===== config.mk =====
export PLATFORM = sky130hd
export DESIGN_NAME = wb_b3_burst_reader
export DESIGN_NICKNAME = d
export VERILOG_FILES = /design/src/rtl/wb_b3_pkg.sv /design/src/rtl/wb_rd_fifo.sv /design/src/rtl/wb_b3_burst_reader.sv
export SDC_FILE = /design/constraint.sdc
export NUM_CORES = 1
export LEC_CHECK = 0
export BUFFER_PORTS_ARGS = -buffer_cell sky130_fd_sc_hd__buf_2
export CELL_PAD_IN_SITES_DETAIL_PLACEMENT = 1
export CELL_PAD_IN_SITES_GLOBAL_PLACEMENT = 2
export CORE_UTILIZATION = 38
export DETAILED_ROUTE_END_ITERATION = 10
export HOLD_SLACK_MARGIN = 0.15
export PLACE_DENSITY = 0.82
export SLEW_MARGIN = 20
export SYNTH_ARGS = -nofsm -noshare
export SYNTH_HDL_FRONTEND = slang
export SYNTH_HIERARCHICAL = 1
export SYNTH_SLANG_ARGS = --single-unit

===== constraint.sdc =====
create_clock -name clk -period 5.29 [get_ports clk]
set_input_delay 0.7935 -clock clk [delete_from_list [all_inputs] [get_ports clk]]
set_output_delay 0.7935 -clock clk [all_outputs]
set_load 0.02 [all_outputs]

===== src/rtl/wb_b3_pkg.sv =====
// ---------------------------------------------------------------------------
// wb_b3_pkg
//
// Shared Wishbone B3 definitions for the burst read master:
//   - cycle type identifier (CTI) codes for classic, incrementing burst and
//     end-of-burst beats
//   - burst type extension (BTE) code for linear bursts
//   - the read-master state type
//   - a helper that sizes the next burst from the outstanding word count
// ---------------------------------------------------------------------------
package wb_b3_pkg;

    localparam logic [2:0] CTI_CLASSIC = 3'b000;
    localparam logic [2:0] CTI_INCR    = 3'b010;
    localparam logic [2:0] CTI_EOB     = 3'b111;

    localparam logic [1:0] BTE_LINEAR  = 2'b00;

    typedef enum logic [1:0] {
        ST_IDLE   = 2'd0,
        ST_PLAN   = 2'd1,
        ST_BURST  = 2'd2,
        ST_FINISH = 2'd3
    } rd_state_e;

    // Next burst length: whatever is left, capped at the burst limit.
    function automatic logic [15:0] burstBeats(input logic [15:0] remaining,
                                               input logic [15:0] maxBurst);
        return (remaining < maxBurst) ? remaining : maxBurst;
    endfunction

endpackage


===== src/rtl/wb_rd_fifo.sv =====
// ---------------------------------------------------------------------------
// wb_rd_fifo
//
// Synchronous first-word-fall-through FIFO holding read data returned by the
// Wishbone bus. A word pushed at a clock edge is presented on o_data with
// o_empty low right after that edge. Push and pop may happen together in the
// same cycle, including when the FIFO is full (the pop frees the slot the
// push fills) or empty (the pop is ignored, the push lands).
//
// Ports:
//   clk          - clock, rising edge
//   rst_n        - synchronous active-low reset, empties the FIFO
//   i_push       - write i_data this cycle
//   i_data       - write data
//   i_pop        - consume the head word this cycle
//   o_data       - head word (valid while o_empty is low)
//   o_full       - no free entries
//   o_empty      - no stored entries
//   o_freeCount  - number of free entries (0..DEPTH)
// ---------------------------------------------------------------------------
module wb_rd_fifo #(
    parameter int WIDTH = 32,
    parameter int DEPTH = 16
) (
    input  logic                     clk,
    input  logic                     rst_n,
    input  logic                     i_push,
    input  logic [WIDTH-1:0]         i_data,
    input  logic                     i_pop,
    output logic [WIDTH-1:0]         o_data,
    output logic                     o_full,
    output logic                     o_empty,
    output logic [$clog2(DEPTH):0]   o_freeCount
);

    localparam int PW    = $clog2(DEPTH);
    localparam int CNT_W = PW + 1;

    logic [WIDTH-1:0] r_mem [DEPTH];
    logic [PW-1:0]    r_wrPtr;
    logic [PW-1:0]    r_rdPtr;
    logic [CNT_W-1:0] r_count;

    logic w_doPush;
    logic w_doPop;

    // A pop only happens when there is something to pop; a push is allowed
    // when there is room or when a simultaneous pop makes room.
    assign w_doPop  = i_pop && !o_empty;
    assign w_doPush = i_push && (!o_full || w_doPop);

    assign o_empty     = (r_count == '0);
    assign o_full      = (r_count == CNT_W'(DEPTH));
    assign o_freeCount = CNT_W'(DEPTH) - r_count;
    assign o_data      = r_mem[r_rdPtr];

    // Storage array is left out of reset so it maps onto plain RAM; the
    // occupancy count alone decides what is valid.
    always_ff @(posedge clk) begin
        if (w_doPush) begin
            r_mem[r_wrPtr] <= i_data;
        end
    end

    // Pointers wrap naturally because DEPTH is a power of two; the count
    // tracks occupancy so full and empty are unambiguous.
    always_ff @(posedge clk) begin
        if (!rst_n) begin
            r_wrPtr <= '0;
            r_rdPtr <= '0;
            r_count <= '0;
        end else begin
            if (w_doPush) begin
                r_wrPtr <= r_wrPtr + PW'(1);
            end
            if (w_doPop) begin
                r_rdPtr <= r_rdPtr + PW'(1);
            end
            case ({w_doPush, w_doPop})
                2'b10:   r_count <= r_count + CNT_W'(1);
                2'b01:   r_count <= r_count - CNT_W'(1);
                default: r_count <= r_count;
            endcase
        end
    end

endmodule


===== src/rtl/wb_b3_burst_reader.sv =====
// ---------------------------------------------------------------------------
// wb_b3_burst_reader
//
// Wishbone B3 read master. A command (start byte address + word count) is
// split into linear incrementing bursts of at most MAX_BURST beats. Each
// burst is only started once the read-data FIFO has room for all of its
// beats, so the bus never has to be stalled to avoid an overflow. Returned
// words stream out through a first-word-fall-through FIFO that drains
// independently of the command state.
//
// Ports:
//   clk, rst_n          - clock, synchronous active-low reset
//   cmd_valid/cmd_ready - command handshake (ready only while idle)
//   cmd_addr            - word-aligned byte start address
//   cmd_len             - number of 32-bit words to read (0 allowed)
//   wb_*_o              - Wishbone B3 master outputs (read-only bursts)
//   wb_ack_i/wb_err_i   - slave termination, err wins over ack
//   wb_dat_i            - slave read data
//   dout_data/valid/ready - read-data stream
//   busy                - command in progress
//   done                - one-cycle pulse when a command completes
//   err                 - sticky bus-error flag, cleared by the next command
// ---------------------------------------------------------------------------
module wb_b3_burst_reader
    import wb_b3_pkg::*;
#(
    parameter int AW         = 32,
    parameter int MAX_BURST  = 8,
    parameter int FIFO_DEPTH = 16
) (
    input  logic          clk,
    input  logic          rst_n,

    input  logic          cmd_valid,
    output logic          cmd_ready,
    input  logic [AW-1:0] cmd_addr,
    input  logic [15:0]   cmd_len,

    output logic [AW-1:0] wb_adr_o,
    output logic          wb_cyc_o,
    output logic          wb_stb_o,
    output logic          wb_we_o,
    output logic [3:0]    wb_sel_o,
    output logic [31:0]   wb_dat_o,
    output logic [2:0]    wb_cti_o,
    output logic [1:0]    wb_bte_o,
    input  logic          wb_ack_i,
    input  logic          wb_err_i,
    input  logic [31:0]   wb_dat_i,

    output logic [31:0]   dout_data,
    output logic          dout_valid,
    input  logic          dout_ready,

    output logic          busy,
    output logic          done,
    output logic          err
);

    localparam int BW = $clog2(MAX_BURST) + 1;
    localparam int CW = $clog2(FIFO_DEPTH) + 1;

    rd_state_e      r_state;
    logic [AW-1:0]  r_adr;
    logic           r_cyc;
    logic [2:0]     r_cti;
    logic [15:0]    r_remaining;
    logic [BW-1:0]  r_beatsLeft;
    logic           r_done;
    logic           r_err;

    logic [15:0]    w_planBeats;
    logic           w_planFits;
    logic           w_ackEvent;
    logic           w_errEvent;
    logic           w_fifoPush;
    logic           w_fifoPop;
    logic           w_fifoFull;
    logic           w_fifoEmpty;
    logic [CW-1:0]  w_fifoFree;

    // Terminations only count while a cycle is open; an error wins over a
    // simultaneous ack and then stores no data.
    assign w_errEvent = r_cyc && wb_err_i;
    assign w_ackEvent = r_cyc && wb_ack_i && !wb_err_i;

    // A burst is admitted only if every one of its beats already has a FIFO
    // slot reserved, which is what lets the bus run without wait states.
    assign w_planBeats = burstBeats(r_remaining, 16'(MAX_BURST));
    assign w_planFits  = !w_fifoFull &&
                         ({{(16-CW){1'b0}}, w_fifoFree} >= w_planBeats);

    assign w_fifoPush = (r_state == ST_BURST) && w_ackEvent;
    assign w_fifoPop  = dout_valid && dout_ready;

    wb_rd_fifo #(
        .WIDTH (32),
        .DEPTH (FIFO_DEPTH)
    ) u_fifo (
        .clk         (clk),
        .rst_n       (rst_n),
        .i_push      (w_fifoPush),
        .i_data      (wb_dat_i),
        .i_pop       (w_fifoPop),
        .o_data      (dout_data),
        .o_full      (w_fifoFull),
        .o_empty     (w_fifoEmpty),
        .o_freeCount (w_fifoFree)
    );

    assign dout_valid = !w_fifoEmpty;

    assign cmd_ready = (r_state == ST_IDLE);
    assign busy      = (r_state != ST_IDLE);
    assign done      = r_done;
    assign err       = r_err;

    assign wb_adr_o  = r_adr;
    assign wb_cyc_o  = r_cyc;
    assign wb_stb_o  = r_cyc;
    assign wb_cti_o  = r_cti;
    assign wb_we_o   = 1'b0;
    assign wb_sel_o  = 4'hF;
    assign wb_dat_o  = 32'h0;
    assign wb_bte_o  = BTE_LINEAR;

    // Command sequencer. IDLE latches the command, PLAN sizes the next burst
    // and waits for FIFO room, BURST keeps cyc/stb up until the last beat
    // (or an error) terminates, FINISH raises done for one cycle. The bus
    // address advances after every ack, so at the end of a burst it already
    // points at the first word of the next one. CTI is precomputed one beat
    // ahead so the final beat of every burst carries end-of-burst.
    always_ff @(posedge clk) begin
        if (!rst_n) begin
            r_state     <= ST_IDLE;
            r_adr       <= '0;
            r_cyc       <= 1'b0;
            r_cti       <= CTI_CLASSIC;
            r_remaining <= '0;
            r_beatsLeft <= '0;
            r_done      <= 1'b0;
            r_err       <= 1'b0;
        end else begin
            r_done <= 1'b0;
            case (r_state)
                ST_IDLE: begin
                    if (cmd_valid) begin
                        r_adr       <= cmd_addr;
                        r_remaining <= cmd_len;
                        r_err       <= 1'b0;
                        r_state     <= (cmd_len == 16'd0) ? ST_FINISH : ST_PLAN;
                    end
                end
                ST_PLAN: begin
                    if (w_planFits) begin
                        r_cyc       <= 1'b1;
                        r_cti       <= (w_planBeats == 16'd1) ? CTI_EOB : CTI_INCR;
                        r_beatsLeft <= BW'(w_planBeats);
                        r_state     <= ST_BURST;
                    end
                end
                ST_BURST: begin
                    if (w_errEvent) begin
                        r_cyc       <= 1'b0;
                        r_cti       <= CTI_CLASSIC;
                        r_err       <= 1'b1;
                        r_remaining <= '0;
                        r_state     <= ST_FINISH;
                    end else if (w_ackEvent) begin
                        r_adr       <= r_adr + AW'(4);
                        r_remaining <= r_remaining - 16'd1;
                        r_beatsLeft <= r_beatsLeft - BW'(1);
                        if (r_beatsLeft == BW'(1)) begin
                            r_cyc   <= 1'b0;
                            r_cti   <= CTI_CLASSIC;
                            r_state <= (r_remaining == 16'd1) ? ST_FINISH : ST_PLAN;
                        end else begin
                            r_cti   <= (r_beatsLeft == BW'(2)) ? CTI_EOB : CTI_INCR;
                        end
                    end
                end
                ST_FINISH: begin
                    r_done  <= 1'b1;
                    r_state <= ST_IDLE;
                end
                default: begin
                    r_state <= ST_IDLE;
                end
            endcase
        end
    end

endmodule


* Word level (Yosys, flattened, before mapping)
Memories as Yosys holds them, arrays and structs flattened. A register that Yosys moved wholly into a read port is not among the register bits. Cells that the tools add are included.
Storage, ports and cells: flip-flop bits (word level) 73, logic and storage cells 107, bits in writable memories 512, memories kept 1
Memory list:
- u_fifo.r_mem | words 16, width 32, read ports 1, clocked after memory_dff 1, write ports 1, RTL line wb_rd_fifo.sv:39 | logic [WIDTH-1:0] r_mem [DEPTH];
Cells by class: equality and inequality tests 17, muxes and demuxes 42, reduce and logical (&&, ||, !) cells 26, order comparisons 2, add/subtract/negate cells 8
Operator list (number):
- $mux 32 | 3
- $mux 16 | 4
- $pmux 32 s2 | 1
- $add 32x3->32 const B | 1
- $eq 16x1->1 const B | 2
- $pmux 16 s2 | 1
- $mux 4 | 5
- $mux 3 | 6
- $ge 5x16->1 | 1
- $logic_not 16->1 | 1
- $lt 16x4->1 const B | 1
- $reduce_and 4->1 | 4
- $sub 16x1->16 const B | 1
- $mux 2 | 7
- $ne 2x2->1 const B | 5
- $pmux 5 s2 | 1
- $mux 1 | 9
- $reduce_and 3->1 | 3
- $add 4x1->4 const B | 2
- $logic_and 1x1->1 | 8
- $pmux 2 s4 | 1
- $pmux 4 s2 | 1
- $reduce_bool 2->1 | 4
- $eq 2x2->1 const B | 3
- 16 further kinds | 20

* Logic depth before layout (Yosys ltp)
Gate-level depths: netlist of run 1.
depth in word-level cells 8, mapped depth 15, gate-level depth less buffers 12

* Modules after synthesis
The synthesis of run 1 kept the hierarchy.
By module, submodules not included:
- wb_rd_fifo | area each 20160.6 um2, seq. area each 15715.1 um2, cells each 908, times used 1
- wb_b3_burst_reader | area each 4347.9 um2, seq. area each 1181.1 um2, cells each 589, times used 1

* Worst setup path before layout of run 1
No wires, ideal clock.
path kind reg-to-reg, start point register u_fifo.r_count[0], end point memory u_fifo.r_mem[3][0] (enable), arrival time 4.737 ns, library setup time 0.501 ns, setup slack 0.051 ns, cell stages (with the launch flop) 10, path buffers 1, required time 4.789 ns, clock period less this slack 5.239 ns, cell sequence dfxtp_1 inv_1 ha_1 nor3b_1 ha_1 nor2b_1 nor2b_1 buf_2 o21ai_1 nor4_1
Between the ends: cells in the longest elaborated chain, start to end 8, elaborated cells between the ends (all ways) 10, classes of those cells eq/ne: 1; mux: 2; reduce/logical: 7
Ends and longest elaborated chain:
- from (decl) | RTL line wb_rd_fifo.sv:42 | logic [CNT_W-1:0] r_count;
- from (signal assigned) | RTL line wb_rd_fifo.sv:80 | 2'b10: r_count <= r_count + CNT_W'(1);
- from (signal assigned) | RTL line wb_rd_fifo.sv:81 | 2'b01: r_count <= r_count - CNT_W'(1);
- from (signal assigned) | RTL line wb_rd_fifo.sv:82 | default: r_count <= r_count;
- $logic_not 5->1 | RTL line wb_rd_fifo.sv:52 | assign o_empty = (r_count == '0);
- via w_fifoEmpty | RTL line wb_b3_burst_reader.sv:79 | logic w_fifoEmpty;
- $logic_not 1->1 | RTL line wb_b3_burst_reader.sv:111 | assign dout_valid = !w_fifoEmpty;
- $logic_and 1x1->1 | RTL line wb_b3_burst_reader.sv:94 | assign w_fifoPop = dout_valid && dout_ready;
- via w_fifoPop | RTL line wb_b3_burst_reader.sv:77 | logic w_fifoPop;
- $logic_and 1x1->1 | RTL line wb_rd_fifo.sv:49 | assign w_doPop = i_pop && !o_empty;
- $logic_or 1x1->1 | RTL line wb_rd_fifo.sv:50 | assign w_doPush = i_push && (!o_full || w_doPop);
- $logic_and 1x1->1 | RTL line wb_rd_fifo.sv:50
- $mux 1 | RTL line wb_rd_fifo.sv:60 | if (w_doPush) begin
- $mux 1 (not written as such) | RTL line wb_rd_fifo.sv:61 | r_mem[r_wrPtr] <= i_data;
- to (decl) | RTL line wb_rd_fifo.sv:39
The timed path passes the listed nets, and every way through them passes these cells.

* Worst setup path after layout of run 1
start point register u_fifo.r_count[0], end point memory u_fifo.r_mem[10][26] (enable)
Same word-level chain as after synthesis.

==> results of run 1 <==
-- cell usage in the layout, fill, tap and decap left out, drive strengths merged, types with 5 or more instances in the layout --
master | Yosys | routed
edfxtp | 512 | 512
buf | 70 | 185
mux4 | 128 | 128
nand2 | 95 | 95
dfxtp | 76 | 76
a22oi | 68 | 68
clkbuf | 60 | 68
a21oi | 48 | 48
nor2 | 48 | 48
o21ai | 46 | 46
conb | 2 | 40
inv | 29 | 31
nor3 | 30 | 30
nand3 | 28 | 28
ha | 27 | 27
clkinv | 0 | 26
and2 | 19 | 19
nor2b | 17 | 17
nor4 | 15 | 15
nand4 | 12 | 12
bufinv | 0 | 11
a31oi | 10 | 10
xnor2 | 10 | 10
or4 | 10 | 10
and3 | 9 | 9
nor3b | 7 | 7
o211ai | 7 | 7
o22ai | 7 | 7
a41oi | 7 | 7
a211oi | 7 | 7
a21boi | 7 | 7
nand2b | 6 | 6
a311oi | 5 | 5
or3 | 5 | 5
o221a | 5 | 5
o21a | 5 | 5
clkinvlp | 0 | 5
o311ai | 5 | 5
-- where the power goes --
| group | internal, mW | switching [mW] |
|---|---|---|
| Clock | 2.63 | 1.83 |
| Combinational | 0.578 | 1.20 |
| Sequential | 5.21 | 0.249 |
| Total | 8.42 | 3.28 |
-- stage by stage --
stage / total power, mW / cell area, um2 / util
finish: 11.7 / 28200 / 0.445
global route: 12.1 / 28200 / 0.445
CTS: 11.8 / 28200 / 0.445
detailed placement: 7.32 / 26100 / 0.411
global placement: 7.26 / 26100 / 0.411
floorplan: 6.72 / 24700 / -
-- critical path: cells and delay by family (launching register included) --
family          cells  cell delay [ps]
simple gates        5             2360
fa+ha+maj           2              490
flops               1              380
compound gates      1              370
buf+inv             1              120
-- state kept, by name, summed over array words and instances (netlist names), 2 cells and up, named ones only --
signal and cells:
wb_adr_o 32, wb_cti_o 2, u_fifo/r_wrPtr 4, r_state 2, r_remaining 16, u_fifo/r_rdPtr 4
u_fifo/r_mem 512, r_beatsLeft 4, u_fifo/r_count 5
-- final cells by class --
cell class / count / area share
timing repair buffer: 185 / 0.0363
antenna: 1 / 0.0000886
clock buffer: 68 / 0.0542
multi-input combinational: 788 / 0.249
clock inverter: 44 / 0.0202
tap: 846 / 0.0375
inverter: 29 / 0.00385
sequential: 588 / 0.598
-- path summary, 6_finish.rpt --
path	from	endpoint	slack, ps	cells past startpoint
hold / removal	cmd_addr[23]	wb_adr_o[23]$_SDFFE_PN0P_	450	3
setup reg to reg	u_fifo/r_count[0]$_SDFFE_PN0P_	u_fifo/r_mem[10][26]$_DFFE_PP_	1160	9
setup / recovery	u_fifo/r_count[0]$_SDFFE_PN0P_	u_fifo/r_mem[10][26]$_DFFE_PP_	1160	9
hold reg to reg	wb_adr_o[17]$_SDFFE_PN0P_	wb_adr_o[17]$_SDFFE_PN0P_	490	1
-- cells by family after synthesis --
group,after synthesis,synth area share
adders and majority gates,28,0.0146
muxes,133,0.120
DFF,588,0.689
other,2,0.000306
buffers and inverters,159,0.0327
and+or+nand+nor,312,0.0647
xor gates and xnor gates,10,0.00357
AOI/OAI and AO/OA,265,0.0749
-- routing by layer --
layer | global-route usage | routed length [um] | up-vias
li1 | - | - | 6248
met1 | 0.237 | 25200 | 7448
met2 | 0.322 | 31500 | 417
met3 | 0.0325 | 3210 | 100
met4 | 0.0536 | 1560 | 6
met5 | 0 | 47 | -
==> results_dict.tcl, run 1 <==
set metrics [dict create \
    outcome "complete, no violations" \
    die_area_um2 65500 \
    post_cts.repair.setup_buffers 0 \
    layoutNonFillerInstCount 2549 \
    route.final.wire_length_mm 61.5 \
    first_global_vias 15071 \
    clock_sinks 588 \
    dp_slack_ps 1210 \
    detailedRoute.firstIterationViolations 1079 \
    io-pin-count 199 \
    hold_path_class "in -> reg" \
    number_of_enable_flip_flop_cells_after_synthesis 512 \
    clockBufferDepth 3 \
    holdWs_ps 448 \
    synthCells 1497 \
    clk_pin_slew_ps 60 \
    post_cts_resize_count 0 \
    antenna_found_initial 4 \
    routed_via_density 5.58 \
    timing_worst_slew_pin_value_ps 1190 \
    routabilityCongestion 0.799 \
    yosys-top-cells-area "sky130_fd_sc_hd__edfxtp_1 (63%), sky130_fd_sc_hd__mux4_2 (12%), sky130_fd_sc_hd__dfxtp_1 (6.2%)" \
    worstPathMaxFanout 32 \
    globalRoute.totalOverflow 0 \
    core-area_um2 63400 \
    dp_hpwl_mm 37.5 \
    hold_buffers 0 \
    cp_slowest_cell "sky130_fd_sc_hd__and2_2" \
    vias 14219 \
    timing.critical_path.required_ps 5510 \
    ys_ff_latch 588 \
    io_port_bufs 159 \
    worst_path_largest_cell_delay_ps 970 \
    cp-start-kind "flip-flop" \
    timing.final.ws_setup_ps 1160 \
    tritoncts "yes" \
    syn_avg_cell_area_um2 16.4 \
    timing.clock.skew_ps 52.6 \
    synthDistinctLibCells 76 \
    criticalPathCategory "reg -> reg" \
    synth_area_um2 24500 \
    layout-drive-gt1-share 0.262 \
    cts_buffer_count 60 \
    yosysSeqAreaShare 0.689 \
    drv.max_cap_violation_count 0 \
    pin_count_of_the_biggest_net_entering_global_routing 71 \
    ys_dominant_reg_cell "sky130_fd_sc_hd__edfxtp_1" \
    syn_to_final_growth_pct 15.2 \
    worst_ep_arrival_time_ps 4350 \
    grt_util_overall 0.185 \
    timing_hold_violations_final 0 \
    cts.htree.levels 2 \
    vdd_ir_drop_max_mv 0.281 \
    rows 92 \
    fin_tns_setup_ps 0 \
    asyncSetResetFlopFracSynth 0 \
    wl_per_cell_um 24.1 \
    post-synth-top-count-cell "sky130_fd_sc_hd__edfxtp_1" \
    fin_crit_sh 0.780 \
    post-synth-top-area-fraction 0.627 \
    root_buffer "sky130_fd_sc_hd__clkbuf_16" \
    x_dimension_of_the_die_um 256 \
    clkLatencyLatePin_ps 660 \
    post-synth-top-area-cell "sky130_fd_sc_hd__edfxtp_1" \
    detail-route-antenna-nets 0 \
    cellPowerDensity_nw_per_um2 414 \
    remaining_routing_drc_violations 0 \
    first_pass_grt_wire_length_mm 93.0 \
    initial_core_util 0.386 \
    cp-end-kind "flip-flop" \
    final_nets 1766 \
    fill_cells 6230 \
    dp_cells 2433 \
    max-slew-margin-rel 0.204 \
    min_period_ps 4130 \
    max_freq_mhz 242 \
    timing_max_transition_violations_final 0 \
    detailedRoute.firstPassIterationCount 7 \
    crit_path_cell_trace "inv_1, ha_1, nor3b_1, ha_1, nor2b_1, nor2b_1, o21ai_1, nor3b_1, and2_2" \
    post_synth_most_frequent_cells "sky130_fd_sc_hd__edfxtp_1 (512), sky130_fd_sc_hd__mux4_2 (128), sky130_fd_sc_hd__nand2_1 (95), sky130_fd_sc_hd__dfxtp_1 (76), sky130_fd_sc_hd__a22oi_1 (68)" \
    fp.dieH_um 256 \
    multi_input_area_um2 7040 \
    area.sequential_um2 16900 \
    final-setup-viol-count 0 \
    rsz0062_at_grt "false" \
    synthesis.yosys.warnings 6 \
    p_leak_nw 9.26 \
]
No activity file was read; power rests on OpenSTA's default activity.
==> run 2: changes to the inputs <==
PLACE_DENSITY = 0.79   (was 0.82)
clock period = 4.2 ns   (was 5.29 ns; I/O delays follow)
==> results_dict.tcl, run 2 (same netlist as run 1, synthesis figures left out) <==
set metrics [dict create \
    area.sequential_um2 16900 \
    power_report.internal_total_mw 10.5 \
    worst_case_hold_path_end_point "wb_adr_o[22]$_SDFFE_PN0P_" \
    grt_util_met2 0.310 \
    vdd_ir_drop_max_mv 0.389 \
    routed_via_density 5.61 \
    first_global_vias 14751 \
    root_buffer "sky130_fd_sc_hd__clkbuf_16" \
    power_switching_share 0.280 \
    rows 92 \
    crit-reg2reg-capture "u_fifo/r_mem[6][2]$_DFFE_PP_" \
    syn_to_final_growth_pct 15.8 \
    timing.clock.skew_ps 16.2 \
    timing_max_transition_violations_final 0 \
    share_seq_of_total_power 0.469 \
    max-slew-margin-rel 0.326 \
    pwr-share-comb 0.155 \
    largest_reg_flops 512 \
    final-setup-viol-count 0 \
    dp_cells 2445 \
    multi_input_area_um2 7040 \
    worst_setup_path_startpoint "u_fifo/r_count[0]$_SDFFE_PN0P_" \
    criticalPathCategory "reg -> reg" \
    layout_commonest_cell "sky130_fd_sc_hd__edfxtp_1" \
    layoutNonFillerInstCount 2558 \
    timing_worst_slew_pin_value_ps 1010 \
    fill_cells 6219 \
    rsz0062_at_grt "false" \
    remaining_routing_drc_violations 0 \
    timing_hold_violations_final 0 \
    post_cts_resize_count 0 \
    drv.max_cap_violation_count 0 \
    cts_buffer_count 61 \
    initial_core_util 0.386 \
    global_route.usage.met1 0.259 \
    fp.dieH_um 256 \
    layout-drive-gt1-share 0.268 \
    clk_network_pwr_share 0.376 \
    worst_ep_arrival_time_ps 3870 \
    detail-route-antenna-nets 0 \
    power.net_switching_mw 4.10 \
    hold_buffers 0 \
    routabilityCongestion 0.778 \
    route.final.wire_length_mm 62.0 \
    x_dimension_of_the_die_um 256 \
    regMostFlops "u_fifo/r_mem" \
    hold_path.startpoint "cmd_addr[22]" \
    r2r_start "u_fifo/r_count[0]$_SDFFE_PN0P_" \
    cp_slowest_cell "sky130_fd_sc_hd__and2_2" \
    max_freq_mhz 274 \
    n_antenna_cell 0 \
    grt_util_overall 0.188 \
    hold_path_class "in -> reg" \
    cp-start-kind "flip-flop" \
    pin_count_of_the_biggest_net_entering_global_routing 59 \
    dp_hpwl_mm 39.5 \
    fin_crit_sh 0.868 \
    clockBufferDepth 3 \
    groute.layer.met3.usage 0.0345 \
    worst_path_largest_cell_delay_ps 920 \
    detailedRoute.firstIterationViolations 1028 \
    cellPowerDensity_nw_per_um2 516 \
    detailedRoute.firstPassIterationCount 6 \
    crit_path_cell_trace "inv_1, ha_1, nor3b_1, ha_1, nor2b_1, nor2b_1, buf_4, o21ai_1, nor3b_1, and2_2" \
    hold_path_depth 3 \
    io-pin-count 199 \
    clkLatencyLatePin_ps 620 \
    min_period_ps 3650 \
    clk_pin_slew_ps 60 \
    antenna_found_initial 3 \
    vias 14352 \
    cp-end-kind "flip-flop" \
    outcome "complete, no violations" \
    first_pass_grt_wire_length_mm 93.8 \
    globalRoute.totalOverflow 0 \
    final_nets 1776 \
    clock_sinks 588 \
    final_cell_mix "sky130_fd_sc_hd__edfxtp_1 (512), sky130_fd_sc_hd__buf_2 (159), sky130_fd_sc_hd__mux4_2 (128), sky130_fd_sc_hd__nand2_1 (95), sky130_fd_sc_hd__dfxtp_1 (74)" \
    tritoncts "yes" \
    r2r_depth 10 \
    worstPathMaxFanout 32 \
    post_cts.repair.setup_buffers 0 \
    wl_per_cell_um 24.2 \
    core-area_um2 63400 \
    die_area_um2 65500 \
    grt_most_used_layer "met2" \
    io_port_bufs 159 \
    postLayoutCoreUtil 0.447 \
    timing.critical_path.required_ps 4420 \
    p_leak_nw 9.33 \
    cts.htree.levels 2 \
    regToRegSetupSlack_ps 550 \
]
[run 2: cell count changes in the layout (fill, tap and decap cells not counted), sizes merged]
cell	change
clkinv	+2
diode	-1
clkinvlp	-1
bufinv	-2
clkbuf	+2
buf	+9
[run 2: how the worst max path moves through the flow]
stage / to / slack [ps] / cells after the start
after floorplan: u_fifo/r_mem[3][0]$_DFFE_PP_ / -1040 / 9
after global placement: u_fifo/r_mem[13][29]$_DFFE_PP_ / 820 / 8
after detailed placement: u_fifo/r_mem[13][26]$_DFFE_PP_ / 670 / 8
after CTS: dout_data[1] / 490 / 5
after global routing: u_fifo/r_mem[6][19]$_DFFE_PP_ / 320 / 10
final: u_fifo/r_mem[6][2]$_DFFE_PP_ / 550 / 10
[run 2: power groups by stage]
stage                     registers [mW]  logic (mW)  clock network [mW]
after detailed placement            6.99        2.27                   0
final                               6.87        2.27                5.52
after floorplan                     7.04        1.42                   0
after global placement              6.98        2.21                   0
after CTS                           6.87        2.28                5.63
after global routing                6.91        2.50                5.81
[run 2: metrics by stage]
step | power (mW) | area [um2] | worst slack, ps | hold WS (ps) | TNS, ps
2_1_floorplan | 8.46 | 24700 | -1040 | 464 | -132930
3_3_place_gp | 9.19 | 26300 | 815 | 470 | 0
3_5_place_dp | 9.26 | 26300 | 673 | 481 | 0
4_1_cts | 14.8 | 28400 | 488 | 241 | 0
5_1_grt | 15.2 | 28400 | 319 | 282 | 0
6_report | 14.7 | 28400 | 555 | 294 | 0
[run 2: layout make-up]
type | count | area share
well taps | 846 | 0.0373
repair buffers | 194 | 0.0422
inverters | 29 | 0.00384
multi-input cells | 788 | 0.248
flip-flops and latches | 588 | 0.596
clock buffers | 70 | 0.0550
clock inverters | 43 | 0.0178
[run 2: layer usage]
metal / share of wire / routed length, um
met1: 0.43 / 26800
met4: 0.016 / 986
met5: 0.00066 / 41
met2: 0.49 / 30300
met3: 0.061 / 3780
[run 2: critical path, delay by kind of cell (launching register included)]
kind,cells,cell delay [ps]
buffers and inverters,2,290
AND/OR/NAND/NOR,5,1910
flip-flops,1,370
AO/OA/AOI/OAI,1,180
adder cells (fa/ha/maj),2,510
